### config.mk
export PLATFORM = sky130hd
export DESIGN_NAME = fetch_unit
export DESIGN_NICKNAME = d
export VERILOG_FILES = /design/src/rtl/fetch_pkg.sv /design/src/rtl/fetch_skid_fifo.sv /design/src/rtl/fetch_unit.sv
export SDC_FILE = /design/constraint.sdc
export NUM_CORES = 1
export LEC_CHECK = 0
export CAP_MARGIN = 10
export CELL_PAD_IN_SITES_DETAIL_PLACEMENT = 0
export CELL_PAD_IN_SITES_GLOBAL_PLACEMENT = 1
export CORE_MARGIN = 2
export CORE_UTILIZATION = 35
export CTS_BUF_LIST = sky130_fd_sc_hd__clkbuf_16
export DETAILED_ROUTE_END_ITERATION = 8
export PLACE_DENSITY = 0.79
export RECOVER_POWER = 50
export SYNTH_ARGS = -nofsm -noshare
export SYNTH_HDL_FRONTEND = slang
export SYNTH_SLANG_ARGS = --single-unit
### constraint.sdc
create_clock -name clk -period 3.35 [get_ports clk]
set_input_delay 0.335 -clock clk [delete_from_list [all_inputs] [get_ports clk]]
set_output_delay 0.335 -clock clk [all_outputs]
set_load 0.05 [all_outputs]
### src/rtl/fetch_pkg.sv
// Shared types and constants for the instruction fetch unit and its skid FIFO.
package fetch_pkg;

  localparam int FIFO_DEPTH = 2;
  localparam int FIFO_PW    = $clog2(FIFO_DEPTH);
  localparam int FIFO_CW    = FIFO_PW + 1;

  typedef enum logic {
    ST_RUN  = 1'b0,
    ST_DONE = 1'b1
  } fetch_state_e;

  // Address width needed to reach the highest ROM address.
  function automatic int fetch_aw(input int depth);
    return $clog2(depth) + 1;
  endfunction

endpackage

### src/rtl/fetch_skid_fifo.sv
// Two-entry FIFO holding fetched words with their addresses; flush wins over push/pop.
module fetch_skid_fifo
  import fetch_pkg::*;
#(
  parameter int DW = 16,
  parameter int AW = 11
) (
  input  logic          clk,
  input  logic          rst_n,
  input  logic          push,
  input  logic [DW-1:0] push_data,
  input  logic [AW-1:0] push_addr,
  input  logic          pop,
  input  logic          flush,
  output logic [DW-1:0] head_data,
  output logic [AW-1:0] head_addr,
  output logic          full,
  output logic          empty
);

  logic [DW-1:0]      data_q [FIFO_DEPTH];
  logic [DW-1:0]      data_d [FIFO_DEPTH];
  logic [AW-1:0]      addr_q [FIFO_DEPTH];
  logic [AW-1:0]      addr_d [FIFO_DEPTH];
  logic [FIFO_PW-1:0] wr_ptr_q, wr_ptr_d;
  logic [FIFO_PW-1:0] rd_ptr_q, rd_ptr_d;
  logic [FIFO_CW-1:0] count_q, count_d;
  logic               do_push;
  logic               do_pop;

  assign empty     = (count_q == '0);
  assign full      = (count_q == FIFO_CW'(FIFO_DEPTH));
  assign do_pop    = pop && !empty;
  // A push into a full FIFO is only legal when the head leaves in the same cycle.
  assign do_push   = push && (!full || do_pop);
  assign head_data = data_q[rd_ptr_q];
  assign head_addr = addr_q[rd_ptr_q];

  always_comb begin
    data_d   = data_q;
    addr_d   = addr_q;
    wr_ptr_d = wr_ptr_q;
    rd_ptr_d = rd_ptr_q;
    count_d  = count_q;
    if (flush) begin
      wr_ptr_d = '0;
      rd_ptr_d = '0;
      count_d  = '0;
    end else begin
      if (do_push) begin
        data_d[wr_ptr_q] = push_data;
        addr_d[wr_ptr_q] = push_addr;
        wr_ptr_d         = wr_ptr_q + FIFO_PW'(1);
      end
      if (do_pop) begin
        rd_ptr_d = rd_ptr_q + FIFO_PW'(1);
      end
      count_d = count_q + FIFO_CW'(do_push) - FIFO_CW'(do_pop);
    end
  end

  always_ff @(posedge clk or negedge rst_n) begin
    if (!rst_n) begin
      for (int i = 0; i < FIFO_DEPTH; i++) begin
        data_q[i] <= '0;
        addr_q[i] <= '0;
      end
      wr_ptr_q <= '0;
      rd_ptr_q <= '0;
      count_q  <= '0;
    end else begin
      data_q   <= data_d;
      addr_q   <= addr_d;
      wr_ptr_q <= wr_ptr_d;
      rd_ptr_q <= rd_ptr_d;
      count_q  <= count_d;
    end
  end

endmodule

### src/rtl/fetch_unit.sv
// Instruction fetch: walks a registered ROM from address 0, buffers words in a
// 2-entry skid FIFO, and supports halt, jump redirect and end-of-ROM stop.
module fetch_unit
  import fetch_pkg::*;
#(
  parameter  int WIDTH = 15,
  parameter  int DEPTH = 1023,
  localparam int AW    = fetch_aw(DEPTH)
) (
  input  logic          clk,
  input  logic          rst_n,
  output logic [AW-1:0] rom_addr,
  input  logic [WIDTH:0] rom_data,
  input  logic          halt,
  input  logic          jump_valid,
  input  logic [AW-1:0] jump_addr,
  output logic [WIDTH:0] instr,
  output logic [AW-1:0] instr_pc,
  output logic          instr_valid,
  input  logic          instr_ready,
  output logic          done
);

  localparam logic [AW-1:0] LAST_ADDR = AW'(DEPTH);

  fetch_state_e  state_q, state_d;
  logic [AW-1:0] pc_q, pc_d;
  logic [AW-1:0] ipc_q, ipc_d;
  logic          inflight_q, inflight_d;

  logic          fifo_full;
  logic          fifo_empty;
  logic          pop;
  logic          push;
  logic          issue;
  logic [1:0]    buffered;
  logic [2:0]    occupancy;

  // Handshake: a word transfers on every rising edge where instr_valid && instr_ready;
  // instr/instr_pc hold while valid is high and ready is low; a jump flushes after
  // any same-cycle transfer has completed.
  assign pop         = instr_valid && instr_ready;
  assign instr_valid = !fifo_empty;
  assign rom_addr    = pc_q;
  assign done        = (state_q == ST_DONE);

  // Words that will still occupy the FIFO once this cycle's pop and in-flight push land.
  assign buffered  = fifo_full ? 2'd2 : {1'b0, !fifo_empty};
  assign occupancy = {1'b0, buffered} + {2'b00, inflight_q} - {2'b00, pop};
  assign issue     = (state_q == ST_RUN) && !halt && !jump_valid && (occupancy <= 3'd1);
  assign push      = inflight_q && !jump_valid;

  always_comb begin
    state_d    = state_q;
    pc_d       = pc_q;
    inflight_d = issue;
    ipc_d      = issue ? pc_q : ipc_q;
    if (jump_valid) begin
      if (jump_addr <= LAST_ADDR) begin
        pc_d    = jump_addr;
        state_d = ST_RUN;
      end else begin
        state_d = ST_DONE;
      end
    end else if (issue) begin
      // The last address freezes the PC rather than stepping past the ROM.
      if (pc_q == LAST_ADDR) begin
        state_d = ST_DONE;
      end else begin
        pc_d = pc_q + AW'(1);
      end
    end
  end

  always_ff @(posedge clk or negedge rst_n) begin
    if (!rst_n) begin
      state_q    <= ST_RUN;
      pc_q       <= '0;
      ipc_q      <= '0;
      inflight_q <= 1'b0;
    end else begin
      state_q    <= state_d;
      pc_q       <= pc_d;
      ipc_q      <= ipc_d;
      inflight_q <= inflight_d;
    end
  end

  fetch_skid_fifo #(
    .DW(WIDTH + 1),
    .AW(AW)
  ) u_fifo (
    .clk       (clk),
    .rst_n     (rst_n),
    .push      (push),
    .push_data (rom_data),
    .push_addr (ipc_q),
    .pop       (pop),
    .flush     (jump_valid),
    .head_data (instr),
    .head_addr (instr_pc),
    .full      (fifo_full),
    .empty     (fifo_empty)
  );

endmodule

==> results.txt <==
The flow ran to the end, but the final reports show violations. The final reports fail on capacitance limit, slew limit. For the via count of the first global-routing pass, the log shows 2,740. The synthesized netlist devotes 6.348% of its cell area to compound gates.

Across all register-to-register paths, the minimum setup slack is 0.34 ns. The wire-length estimate of the detail-placed layout is 5.643 mm. The clock tree synthesis step divided the H-tree into 3 levels. The required time reported for the critical path endpoint is 3.57 ns.

The synthesis-stage register bit count is 82, and the number of search-and-repair iterations in the first detailed-routing pass is 4. The routed design has 8.224 mm of wire. The CTS buffer count is 9.

After clock tree synthesis, the clock-pin slew on the worst setup and hold paths is 0.06 ns. The post-route netlist has 27.88% of its cells at a drive strength greater than 1. Number of input and output port buffers inserted: 71. The net switching fraction of the power came out at 40.92%. The final antenna diode count came out at 0.

The worst setup path is captured at a register. Of all cell types, the one taking the most synthesized area is sky130_fd_sc_hd__dfrtp_1. Summing all placed instances gives a cell area of 0.004688 mm2. Of all nets on the critical path, the largest fanout is 7. The clock tree root buffer cell was sky130_fd_sc_hd__clkbuf_16. The logs give 0 for the total of warnings raised by yosys and 32.0% for the register share of total power. Counting buffers and inverters, the worst setup path is 10 cells deep. In this run the count of I/O pins placed on the die edge is 72. At the worst endpoint, the arrival time is 3.22 ns.

The number of maximum-capacitance constraint violations is 1, and the placement row count is 38. Category of the worst setup path launch point: a register. By instance count, the cell type seen most on the critical path is sky130_fd_sc_hd__ha_1. For this block, the via count after detailed routing is 2,704. The logic depth of the worst register-to-register path came out at 10. At the pin with the least slew margin, the transition time is 2.007 ns. After detailed routing, the number of remaining DRC violations is 0. Power spread over the standard cell area amounts to 991.5 mW/mm2. The count of buffering cells on the critical path with inverters included is 1, and the number of DRC violations after detailed-routing iteration 0 is 128. For the number of distinct library cells after synthesis, the log shows 46. The worst hold path belongs to the class register to register. Setup repair after global routing left no endpoint under its margin.

In this run the remaining antenna-violating nets after routing total 0. The beginning of the critical path is u_fifo.count_q[1]. The most critical setup path has its endpoint at rom_addr[4].

For the worst-skew pair, the clock arrives at the later sink with an insertion delay of 0.33 ns. In this run the deepest clock path goes through 2 buffers. Xor and xnor area share after synthesis: 1.145%.

Counting instances in the post-synthesis netlist gives the leading cell types as 82 x sky130_fd_sc_hd__dfrtp_1, 81 x sky130_fd_sc_hd__mux2_2, 38 x sky130_fd_sc_hd__nand2_1. For the tightest slew margin relative to the limit, the log shows -33.79%. The share of synthesized area spent on multiplexers is 24.38%.

Summed over all nets, the switching power comes to 2.025 mW. The number of gates resized after CTS was 0. The cell with the largest stage delay on the worst path is sky130_fd_sc_hd__or4_4.

Entering global routing, the biggest net connects 83 pins. By area, the combinational part of the netlist is dominated by multiplexers. Synthesis produced 312 cells.

After Yosys synthesis, full adders, half adders and majority gates account for 1.963% of the synthesized area. Global routing used 14.80% of the available tracks. The average footprint of a synthesized cell works out to 12.26 um2. In the synthesized netlist the dominant register cell turns out to be sky130_fd_sc_hd__dfrtp_1.

The largest stage delay on the critical path was 0.44 ns. The kind of cell with the highest combined delay along the critical path is simple AND/OR/NAND/NOR gates. The logs give 83 for the count of pins over their slew limit and 0 for the number of buffers inserted for hold repair after clock tree synthesis. First-pass GRT wire length: 13.72 mm. Once layout is done, the placed cells without fillers occupy 0.004992 mm2.

The number of setup buffers added after CTS is 0. The leakage power summed over all cells was 2.261 nW. After synthesis, the largest area contributor takes up 53.66% of total cell area. In this run the vertical extent of the chip is 108.5 um.

Via density per instance: 5.092. For this run, the post-layout net count is 424. In this run, synthesis inferred 0 flip-flops with an integrated enable.

The post-synthesis share of cell area spent on and, or, nand and nor gates was 9.653%; the overall overflow remaining after global route was 0. Internal power comes to 2.924 mW. Counting every sink on the clock net gives 82. The setup skew after layout came out at 0.008734 ns.

The logs give 350 for the post-synthesis net count and 0 for the hold violation count in the final report. Horizontal die dimension: 108.5 um. The worst hold path was traced through 2 stages.

The sequential share of the synthesized area is 53.66%, and the area growth from synthesis to final layout is 30.56%. The synthesized netlist occupies a cell area of 0.003824 mm2. Walking the worst path, the cells encountered are or2_2 > and2_0 > ha_1 > inv_1 > ha_1 > ha_1 > or4_4 > o21ai_1 > a31o_2 > o21ai_1.

The type of the setup path with the least slack is register to register. Summed over all failing endpoints, the final setup total negative slack is 0 ns. TritonCTS built the clock tree. The die covers 0.01178 mm2. The fmax came out at 332.5 MHz. Sorting the synthesized cells by area gives the leading types as sky130_fd_sc_hd__dfrtp_1 54%, sky130_fd_sc_hd__mux2_2 24%, sky130_fd_sc_hd__nand2_1 3.7%. The startpoint identified for the worst register-to-register timing path is u_fifo.count_q[1].

After layout, the minimum clock period comes to 3.007 ns. The initial antenna violation count came out at 0. In this run, the combinational gates consume 46.5% of the power.

The mean routed wirelength per cell came out at 15.49 um. The worst-case IR drop observed on VDD is 0.4743 mV. The dominant cell by count in the synthesized netlist is sky130_fd_sc_hd__dfrtp_1. The layout has 994 filler cells.

In this run the standard cell core region covers 0.01075 mm2. The initial utilization of the core area, before any placement, comes to 35.58%. Setup violations remaining at the end of the flow were counted as 0. For this run, asynchronously set or reset flops after synthesis account for 100.0%. The worst register-to-register path ends at rom_addr[4]. The last weighted congestion value of the routability-driven placer was 0.8684; the fraction of the cycle the final worst path needs was 89.77%. The clock group share of total power is 21.4%.
sequential cells by signal, summed over array words and instances, names as in the netlist:
name,cells
ipc_q,11
done,1
inflight_q,1
u_fifo.addr_q,22
u_fifo.rd_ptr_q,1
u_fifo.wr_ptr_q,1
rom_addr,11
u_fifo.data_q,32
u_fifo.count_q,2
worst reg2reg max path, cell delays in order, from the launching register on:
cell	delay [ns]
sky130_fd_sc_hd__dfrtp_1	0.41
sky130_fd_sc_hd__or2_2	0.31
sky130_fd_sc_hd__and2_0	0.22
sky130_fd_sc_hd__ha_1	0.30
sky130_fd_sc_hd__inv_1	0.04
sky130_fd_sc_hd__ha_1	0.17
sky130_fd_sc_hd__ha_1	0.29
sky130_fd_sc_hd__or4_4	0.44
sky130_fd_sc_hd__o21ai_1	0.44
sky130_fd_sc_hd__a31o_2	0.24
sky130_fd_sc_hd__o21ai_1	0.05
worst min path at each step:
stage,startpoint,endpoint,slack (ns)
6_report,ipc_q[6],ipc_q[6],0.49
5_1_grt,u_fifo.data_q[9],u_fifo.data_q[9],0.52
4_1_cts,rst_n,u_fifo.data_q[19],0.23
3_5_place_dp,ipc_q[6],ipc_q[6],0.49
3_3_place_gp,ipc_q[6],ipc_q[6],0.48
2_1_floorplan,rst_n,done,0.04
cells by family (layout without fill, tap and decap cells):
logic type               count (synthesis)  in the layout
AND/OR/NAND/NOR                         76             76
multiplexers                            83             83
buffers and inverters                   21            100
adder cells (fa/ha/maj)                  6              6
flip-flops                              82             82
XOR/XNOR                                 5              5
AO/OA/AOI/OAI                           39             39
cell usage in the layout (no fill, tap or decap), types with 2 or more instances in the layout:
master,synthesis,final
sky130_fd_sc_hd__dfrtp_1,82,82
sky130_fd_sc_hd__mux2_2,81,81
sky130_fd_sc_hd__clkdlybuf4s50_1,0,70
sky130_fd_sc_hd__nand2_1,38,38
sky130_fd_sc_hd__o21ai_0,9,10
sky130_fd_sc_hd__a21oi_1,10,10
sky130_fd_sc_hd__nor2_1,9,9
sky130_fd_sc_hd__clkbuf_16,0,9
sky130_fd_sc_hd__ha_1,6,6
sky130_fd_sc_hd__inv_1,5,5
sky130_fd_sc_hd__or3_1,5,5
sky130_fd_sc_hd__buf_4,3,5
sky130_fd_sc_hd__a31oi_1,4,4
sky130_fd_sc_hd__or2_2,3,3
sky130_fd_sc_hd__nor2b_1,3,3
sky130_fd_sc_hd__xnor2_1,3,3
sky130_fd_sc_hd__nor3_1,2,3
sky130_fd_sc_hd__nand3_1,3,3
sky130_fd_sc_hd__nand2b_1,2,2
sky130_fd_sc_hd__xor2_1,2,2
sky130_fd_sc_hd__nand4_1,2,2
sky130_fd_sc_hd__o21ai_1,3,2
sky130_fd_sc_hd__mux2i_1,2,2
sky130_fd_sc_hd__nor4_1,2,2
sky130_fd_sc_hd__a211oi_1,2,2
sky130_fd_sc_hd__a311oi_1,2,2
sky130_fd_sc_hd__inv_6,0,2
sky130_fd_sc_hd__bufinv_16,0,2
sky130_fd_sc_hd__clkinv_4,0,2
through the flow:
stage / setup slack [ns] / total power, mW / instances / utilization [%] / hold WS, ns
finish: 0.3429 / 4.950 / 531 / 46.46 / 0.4943
global route: 0.1605 / 5.215 / 531 / 46.46 / 0.5153
CTS: 0.3690 / 5.008 / 531 / 46.66 / 0.2283
detailed placement: 0.3133 / 3.929 / 515 / 43.63 / 0.4867
global placement: 0.4066 / 3.881 / 515 / 43.63 / 0.4787
floorplan: 0.3373 / 3.185 / 312 / - / 0.03941
power groups by stage:
| stage | Sequential, mW | Combinational [mW] | Clock [mW] |
|---|---|---|---|
| CTS | 1.59 | 2.33 | 1.08 |
| global route | 1.64 | 2.44 | 1.13 |
| floorplan | 1.65 | 1.54 | 0 |
| global placement | 1.58 | 2.30 | 0 |
| finish | 1.59 | 2.30 | 1.06 |
| detailed placement | 1.61 | 2.32 | 0 |
cell type report:
class	instances	area, um2	area share (%)
sequential	82	2052	41.10
inverter	7	26.28	0.5263
clock inverter	7	100.1	2.005
timing repair buffer	77	755.7	15.14
tap	140	175.2	3.509
multi-input combinational	209	1658	33.21
clock buffer	9	225.2	4.511
per-layer routing:
metal	routed length (um)	global-route usage, %	part of all wire, %
met1	3742	20.02	46
met2	3839	23.35	47
met3	523	3.255	6.4
met4	118	5.311	1.4
met5	0	0	0
Note: power is estimated with default switching activity, not from simulation.
